<file path="src/rtl/ltl_nfa_engine_if.sv">
// ltl_nfa_engine_if: symbol stream, configuration port and report outputs of the NFA engine
interface ltl_nfa_engine_if #(
  parameter int N_STE = 9,
  parameter int SYM_W = 8,
  parameter int CNT_W = 16
);
  localparam int AW = (SYM_W > 5) ? SYM_W : 5;
  logic             run;
  logic             flush;
  logic             sym_valid;
  logic [SYM_W-1:0] symbols;
  logic             cfg_we;
  logic [1:0]       cfg_sel;
  logic [AW-1:0]    cfg_addr;
  logic [N_STE-1:0] cfg_wdata;
  logic             cfg_err;
  logic [N_STE-1:0] active;
  logic [N_STE-1:0] report_vec;
  logic             report_valid;
  logic [N_STE-1:0] report_sticky;
  logic [CNT_W-1:0] report_cnt;
  modport master (
    output run, flush, sym_valid, symbols, cfg_we, cfg_sel, cfg_addr, cfg_wdata,
    input  cfg_err, active, report_vec, report_valid, report_sticky, report_cnt
  );
  modport slave (
    input  run, flush, sym_valid, symbols, cfg_we, cfg_sel, cfg_addr, cfg_wdata,
    output cfg_err, active, report_vec, report_valid, report_sticky, report_cnt
  );
endinterface

</file>
<file path="src/rtl/ltl_nfa_engine.sv">
// ltl_nfa_engine: homogeneous-STE NFA with configurable match/edge/start tables and report accounting
module ltl_nfa_engine #(
  parameter int N_STE = 9,
  parameter int SYM_W = 8,
  parameter int CNT_W = 16
) (
  input logic           clk,
  input logic           rst_n,
  ltl_nfa_engine_if.slave bus
);
  logic [1:0]       r_rst_sync;
  logic             w_rst_n;
  logic [N_STE-1:0] r_match [2**SYM_W];
  logic [N_STE-1:0] r_edge [N_STE];
  logic [N_STE-1:0] r_start_sod, r_start_all, r_rep_mask, r_active, r_sticky;
  logic [CNT_W-1:0] r_cnt;
  logic             r_sod, r_err;
  logic [N_STE-1:0] w_follow, w_enable, w_next, w_next_rep;
  logic [31:0]      w_addr;
  logic             w_step, w_addr_ok, w_cfg_ok;

  // reset asserts at once and releases on a clock edge
  always_ff @(posedge clk or negedge rst_n)
    if (!rst_n) r_rst_sync <= '0;
    else r_rst_sync <= {r_rst_sync[0], 1'b1};
  assign w_rst_n = r_rst_sync[1];

  // union of successor sets of every active STE
  always_comb begin
    w_follow = '0;
    for (int j = 0; j < N_STE; j++) w_follow = w_follow | (r_active[j] ? r_edge[j] : '0);
  end

  assign w_step     = bus.run & bus.sym_valid & ~bus.flush;
  assign w_enable   = (r_start_sod & {N_STE{r_sod}}) | r_start_all | w_follow;
  assign w_next     = w_enable & r_match[bus.symbols];
  assign w_next_rep = w_next & r_rep_mask;
  assign w_addr     = 32'(bus.cfg_addr);
  assign w_addr_ok  = (bus.cfg_sel == 2'd0) ? (w_addr < 32'(2**SYM_W)) :
                      (bus.cfg_sel == 2'd1) ? (w_addr < 32'(N_STE)) : 1'b1;
  assign w_cfg_ok   = bus.cfg_we & ~bus.run & w_addr_ok;

  // configuration tables, writable only while the engine is stopped
  always_ff @(posedge clk or negedge w_rst_n)
    if (!w_rst_n) begin
      for (int s = 0; s < 2**SYM_W; s++) r_match[s] <= '0;
      for (int j = 0; j < N_STE; j++) r_edge[j] <= '0;
      r_start_sod <= '0;
      r_start_all <= '0;
      r_rep_mask  <= '0;
    end else if (w_cfg_ok) begin
      if (bus.cfg_sel == 2'd0) r_match[bus.cfg_addr[SYM_W-1:0]] <= bus.cfg_wdata;
      if (bus.cfg_sel == 2'd1)
        for (int j = 0; j < N_STE; j++) if (w_addr == 32'(j)) r_edge[j] <= bus.cfg_wdata;
      if (bus.cfg_sel == 2'd2 && !bus.cfg_addr[0]) r_start_sod <= bus.cfg_wdata;
      if (bus.cfg_sel == 2'd2 && bus.cfg_addr[0]) r_start_all <= bus.cfg_wdata;
      if (bus.cfg_sel == 2'd3) r_rep_mask <= bus.cfg_wdata;
    end

  // active-state advance; reports are accounted once per step that produces them
  always_ff @(posedge clk or negedge w_rst_n)
    if (!w_rst_n) begin
      r_active <= '0;
      r_sticky <= '0;
      r_cnt    <= '0;
      r_sod    <= 1'b1;
      r_err    <= 1'b0;
    end else begin
      r_err <= bus.cfg_we & ~w_cfg_ok;
      if (bus.flush) begin
        r_active <= '0;
        r_sticky <= '0;
        r_cnt    <= '0;
        r_sod    <= 1'b1;
      end else if (w_step) begin
        r_active <= w_next;
        r_sod    <= 1'b0;
        r_sticky <= r_sticky | w_next_rep;
        if ((|w_next_rep) && !(&r_cnt)) r_cnt <= r_cnt + 1'b1;
      end
    end

  assign bus.active        = r_active;
  assign bus.report_vec    = r_active & r_rep_mask;
  assign bus.report_valid  = |(r_active & r_rep_mask);
  assign bus.report_sticky = r_sticky;
  assign bus.report_cnt    = r_cnt;
  assign bus.cfg_err       = r_err;
endmodule
</file>
<file path="src/flat_wrapper.sv">
// flat-port wrapper written by rule: the top's interface ports become plain ports
module ltl_nfa_engine_flat 
#(
  parameter int N_STE = 9,
  parameter int SYM_W = 8,
  parameter int CNT_W = 16
)
  (clk, rst_n, bus_run, bus_flush, bus_sym_valid, bus_symbols, bus_cfg_we, bus_cfg_sel, bus_cfg_addr, bus_cfg_wdata, bus_cfg_err, bus_active, bus_report_vec, bus_report_valid, bus_report_sticky, bus_report_cnt);
  ltl_nfa_engine_if #(.N_STE(N_STE), .SYM_W(SYM_W), .CNT_W(CNT_W)) bus_i ();
  input logic clk;
  input logic rst_n;
  input wire logic [$bits(bus_i.run)-1:0] bus_run;
  input wire logic [$bits(bus_i.flush)-1:0] bus_flush;
  input wire logic [$bits(bus_i.sym_valid)-1:0] bus_sym_valid;
  input wire logic [$bits(bus_i.symbols)-1:0] bus_symbols;
  input wire logic [$bits(bus_i.cfg_we)-1:0] bus_cfg_we;
  input wire logic [$bits(bus_i.cfg_sel)-1:0] bus_cfg_sel;
  input wire logic [$bits(bus_i.cfg_addr)-1:0] bus_cfg_addr;
  input wire logic [$bits(bus_i.cfg_wdata)-1:0] bus_cfg_wdata;
  output wire logic [$bits(bus_i.cfg_err)-1:0] bus_cfg_err;
  output wire logic [$bits(bus_i.active)-1:0] bus_active;
  output wire logic [$bits(bus_i.report_vec)-1:0] bus_report_vec;
  output wire logic [$bits(bus_i.report_valid)-1:0] bus_report_valid;
  output wire logic [$bits(bus_i.report_sticky)-1:0] bus_report_sticky;
  output wire logic [$bits(bus_i.report_cnt)-1:0] bus_report_cnt;
  assign bus_i.run = bus_run;
  assign bus_i.flush = bus_flush;
  assign bus_i.sym_valid = bus_sym_valid;
  assign bus_i.symbols = bus_symbols;
  assign bus_i.cfg_we = bus_cfg_we;
  assign bus_i.cfg_sel = bus_cfg_sel;
  assign bus_i.cfg_addr = bus_cfg_addr;
  assign bus_i.cfg_wdata = bus_cfg_wdata;
  assign bus_cfg_err = bus_i.cfg_err;
  assign bus_active = bus_i.active;
  assign bus_report_vec = bus_i.report_vec;
  assign bus_report_valid = bus_i.report_valid;
  assign bus_report_sticky = bus_i.report_sticky;
  assign bus_report_cnt = bus_i.report_cnt;
  ltl_nfa_engine #(.N_STE(N_STE), .SYM_W(SYM_W), .CNT_W(CNT_W)) u_core (.clk(clk), .rst_n(rst_n), .bus(bus_i));
endmodule
</file>
<file path="config.mk">
export PLATFORM = sky130hd
export DESIGN_NAME = ltl_nfa_engine_flat
export DESIGN_NICKNAME = d
export VERILOG_FILES = /design/src/rtl/ltl_nfa_engine_if.sv /design/src/rtl/ltl_nfa_engine.sv /design/src/flat_wrapper.sv
export SDC_FILE = /design/constraint.sdc
export NUM_CORES = 2
export LEC_CHECK = 0
export CORE_MARGIN = 2
export CORE_UTILIZATION = 38
export CTS_BUF_LIST = sky130_fd_sc_hd__clkbuf_16
export DETAILED_ROUTE_END_ITERATION = 16
export MAX_ROUTING_LAYER = met4
export PLACE_DENSITY = 0.54
export SKIP_CTS_REPAIR_TIMING = 1
export SYNTH_ARGS = -nofsm -noshare
export SYNTH_HDL_FRONTEND = slang
export SYNTH_SLANG_ARGS = --single-unit
</file>
<file path="constraint.sdc">
create_clock -name clk -period 76.2 [get_ports clk]
set_clock_uncertainty 0.2 [all_clocks]
set_input_delay 7.62 -clock clk [delete_from_list [all_inputs] [get_ports clk]]
set_output_delay 7.62 -clock clk [all_outputs]
set_load 0.05 [all_outputs]
</file>
==> impl_metrics.env <==
export IMPL_portBuffers=77
export IMPL_ys_ff_latch=2450
export IMPL_coreArea_sq_um=297000
export IMPL_syn_instance_count=7596
export IMPL_setup_tns_ns=0
export IMPL_syn_avg_cell_area_sq_um=14.9
export IMPL_gr_total_overflow=0
export IMPL_min_period_ns=14.40
export IMPL_critPathLaunchType="input port"
export IMPL_worstSetupPathType="in -> reg"
export IMPL_synth_edf_count=0
export IMPL_cts_tree="yes"
export IMPL_status="finished with violations"
export IMPL_synth_commonest_cells="dfrtp_1, mux2_2, mux2i_1"
export IMPL_io_pins=78
export IMPL_relSlewSlack_pct=-4.77
export IMPL_wl_per_cell_microns=31.7
export IMPL_fin_crit_sh_pct=18.9
export IMPL_routed_via_density=5.92
export IMPL_grt_pass1_vias=71500
export IMPL_die_w_microns=550
export IMPL_ys_types=96
export IMPL_fin_ws_ns=61.80
export IMPL_drcViolationCount=0
export IMPL_gp_congestion=0.888
export IMPL_clock_latency_ns=0.89
export IMPL_grt_antenna_before_repair=16
export IMPL_yosysSeqAreaShare_pct=54.2
export IMPL_hpwl_microns=235000
export IMPL_violations="max-capacitance violations, max-slew violations"
export IMPL_h_tree_depth=5
export IMPL_chipHeight_microns=550
export IMPL_maxSlewViolCount=2
export IMPL_max_cap_violations=1
export IMPL_synth_largest_area_cell="dfrtp_1"
export IMPL_syn_nets=7630
export IMPL_drt_first_pass_iters=6
export IMPL_ctsLongestPathBuffers=4
export IMPL_final_net_count=7624
export IMPL_worstMarginPinSlew_ns=1.56
export IMPL_wl_microns=373000
export IMPL_hold_class="reg -> reg"
export IMPL_cts_clk_slew_worst_paths_ns=0.06
export IMPL_grt_setup_unrepaired="no"
export IMPL_synthesis_area_sq_um=113000
export IMPL_start_util_pct=38.1
export IMPL_crit_required_ns=76.75
export IMPL_ant_nets=0
export IMPL_cts_root_buf="clkbuf_16"
export IMPL_yosys_warnings=0
export IMPL_busiest_layer="met2"
export IMPL_power_per_cell_area_nw_per_um2=22.2
export IMPL_drt_iter0_drc=6021
export IMPL_yosys_area_top_type_share_pct=54.2
export IMPL_max_freq_ghz=0.0695
export IMPL_grtUsageMet3_pct=5.03
export IMPL_critPathArrivalTime_ns=14.94
export IMPL_synth_ff_type="dfrtp_1"
export IMPL_setup_viol=0
export IMPL_ir_drop_v=0.0000147
export IMPL_rows=200
export IMPL_worstPathMaxFanout=88
export IMPL_vias=69500
export IMPL_worstSetupEndpointType="register"
export IMPL_place_ws_ns=60.93
export IMPL_track_usage_pct=25.3
export IMPL_use_met2_pct=38.2
export IMPL_final_hold_violation_count=0
export IMPL_grtUsageMet1_pct=34.4
export IMPL_yosysMostFrequentCell="dfrtp_1"
export IMPL_syn_to_final_growth_pct=11.5
export IMPL_synth_area_leaders="dfrtp_1, mux2_2, mux4_2, mux2i_1, clkbuf_1"
export IMPL_leakagePower_nw=61.1
export IMPL_drive_gt1_share_pct=44.0
export IMPL_async_reset_ff_share_pct=100
export IMPL_cts_buffers=283
export IMPL_grt_max_degree=194
export IMPL_grt_pass1_wl_microns=541000
export IMPL_cts_sinks=2450
export IMPL_die_area_sq_um=302000
-- placed cells by master, fill, tap and decap left out, types with 11 or more instances in the layout --
cell	count
a211oi_1	16
a21oi_1	86
a221o_1	33
a221oi_1	128
a22o_1	27
a22oi_1	63
a31oi_1	13
and2_1	18
and3_1	11
buf_12	17
buf_4	193
buf_8	12
bufinv_16	12
clkbuf_16	290
clkdlybuf4s50_1	60
clkinv_1	73
clkinv_2	29
dfrtp_1	2448
diode_2	15
inv_1	78
mux2_2	2424
mux2i_1	394
mux4_1	48
mux4_2	350
nand2_1	261
nand2b_1	24
nand3_1	54
nand4_1	18
nor2_1	181
nor2_2	15
nor2b_1	27
nor3_1	32
nor3_2	11
nor4_1	12
o211ai_1	15
o21ai_0	79
o21ai_1	13
o31ai_1	24
or2_2	15
-- logic make-up after synthesis --
kind of cell,after synthesis,synth area share (%)
adders and majority gates,1,0.0111
buffers and inverters,588,2.94
muxes,3224,35.8
AOI/OAI and AO/OA,605,4.07
DFF,2450,54.2
and+or+nand+nor,727,2.96
other,1,0.00332
-- power breakdown --
| group | internal, mW | total, mW | switching, mW |
|---|---|---|---|
| Sequential | 1.32 | 1.33 | 0.0108 |
| Clock | 0.729 | 1.28 | 0.555 |
| Combinational | 0.0504 | 0.191 | 0.141 |
-- worst max-delay path, stage by stage --
cell and delay [ns]:
buf_8 0.57, buf_12 0.56, buf_4 0.69, buf_4 0.81
buf_4 0.60, mux4_2 0.59, o31ai_1 0.22, o221ai_1 0.16
o22ai_1 0.50, a2111oi_4 0.13, and2_1 0.24, a2111o_1 0.47
nor3_2 0.83, and4bb_2 0.32, mux2_1 0.30
-- path summary, 6_finish.rpt --
path,start,end,slack (ns),cells after the start
max in group asynchronous,rst_n,u_core.r_rst_sync[1]$_DFF_PN0_,68.91,1
max,bus_symbols[0],u_core.bus.report_cnt[13]$_DFFE_PN0P_,61.80,15
min,u_core.r_rst_sync[0]$_DFF_PN0_,u_core.r_rst_sync[1]$_DFF_PN0_,0.15,0
min reg2reg,u_core.r_rst_sync[0]$_DFF_PN0_,u_core.r_rst_sync[1]$_DFF_PN0_,0.15,0
max reg2reg,u_core.r_match[1572]$_DFFE_PN0P_,u_core.bus.report_cnt[13]$_DFFE_PN0P_,70.60,12
min in group asynchronous,u_core.r_rst_sync[1]$_DFF_PN0_,u_core.r_match[2221]$_DFFE_PN0P_,0.29,0
-- sequential cells by signal (all words and copies together) (netlist names) --
register and count:
u_core.r_start_sod 9, u_core.r_rep_mask 9, u_core.bus.active 9, u_core.r_sod 1
u_core.r_edge 81, u_core.bus.report_cnt 16, u_core.r_match 2304, u_core.r_start_all 9
u_core.bus.report_sticky 9, u_core.bus.cfg_err 1, u_core.r_rst_sync 2
-- cell type report --
class	instances	area [sq um]
fillers	26800	170000
flip-flops and latches	2450	61300
multi-input cells	4558	48600
clock buffers	290	7260
well taps	3939	4930
repair buffers	286	2600
clock inverters	202	1310
inverters	11	47.5
diodes	15	37.5
-- per-stage QoR --
step	cell area, sq um	instances	hold WS (ns)	power [mW]	util [%]
4_1_cts	126000	11700	0.155	2.83	42.5
6_report	126000	11800	0.152	2.80	42.5
3_3_place_gp	118000	11200	0.138	1.54	39.6
2_1_floorplan	113000	7596	0.131	1.47	-
5_1_grt	126000	11700	0.171	2.90	42.5
3_5_place_dp	118000	11200	0.140	1.54	39.6
-- metal layers --
layer  routed length [microns]  up-vias
met5                         0        -
met4                     12400        0
met3                     24000      555
met2                    171000     2111
met1                    166000    38400
li1                          -    28500
Power figures use the tool's default switching activity.
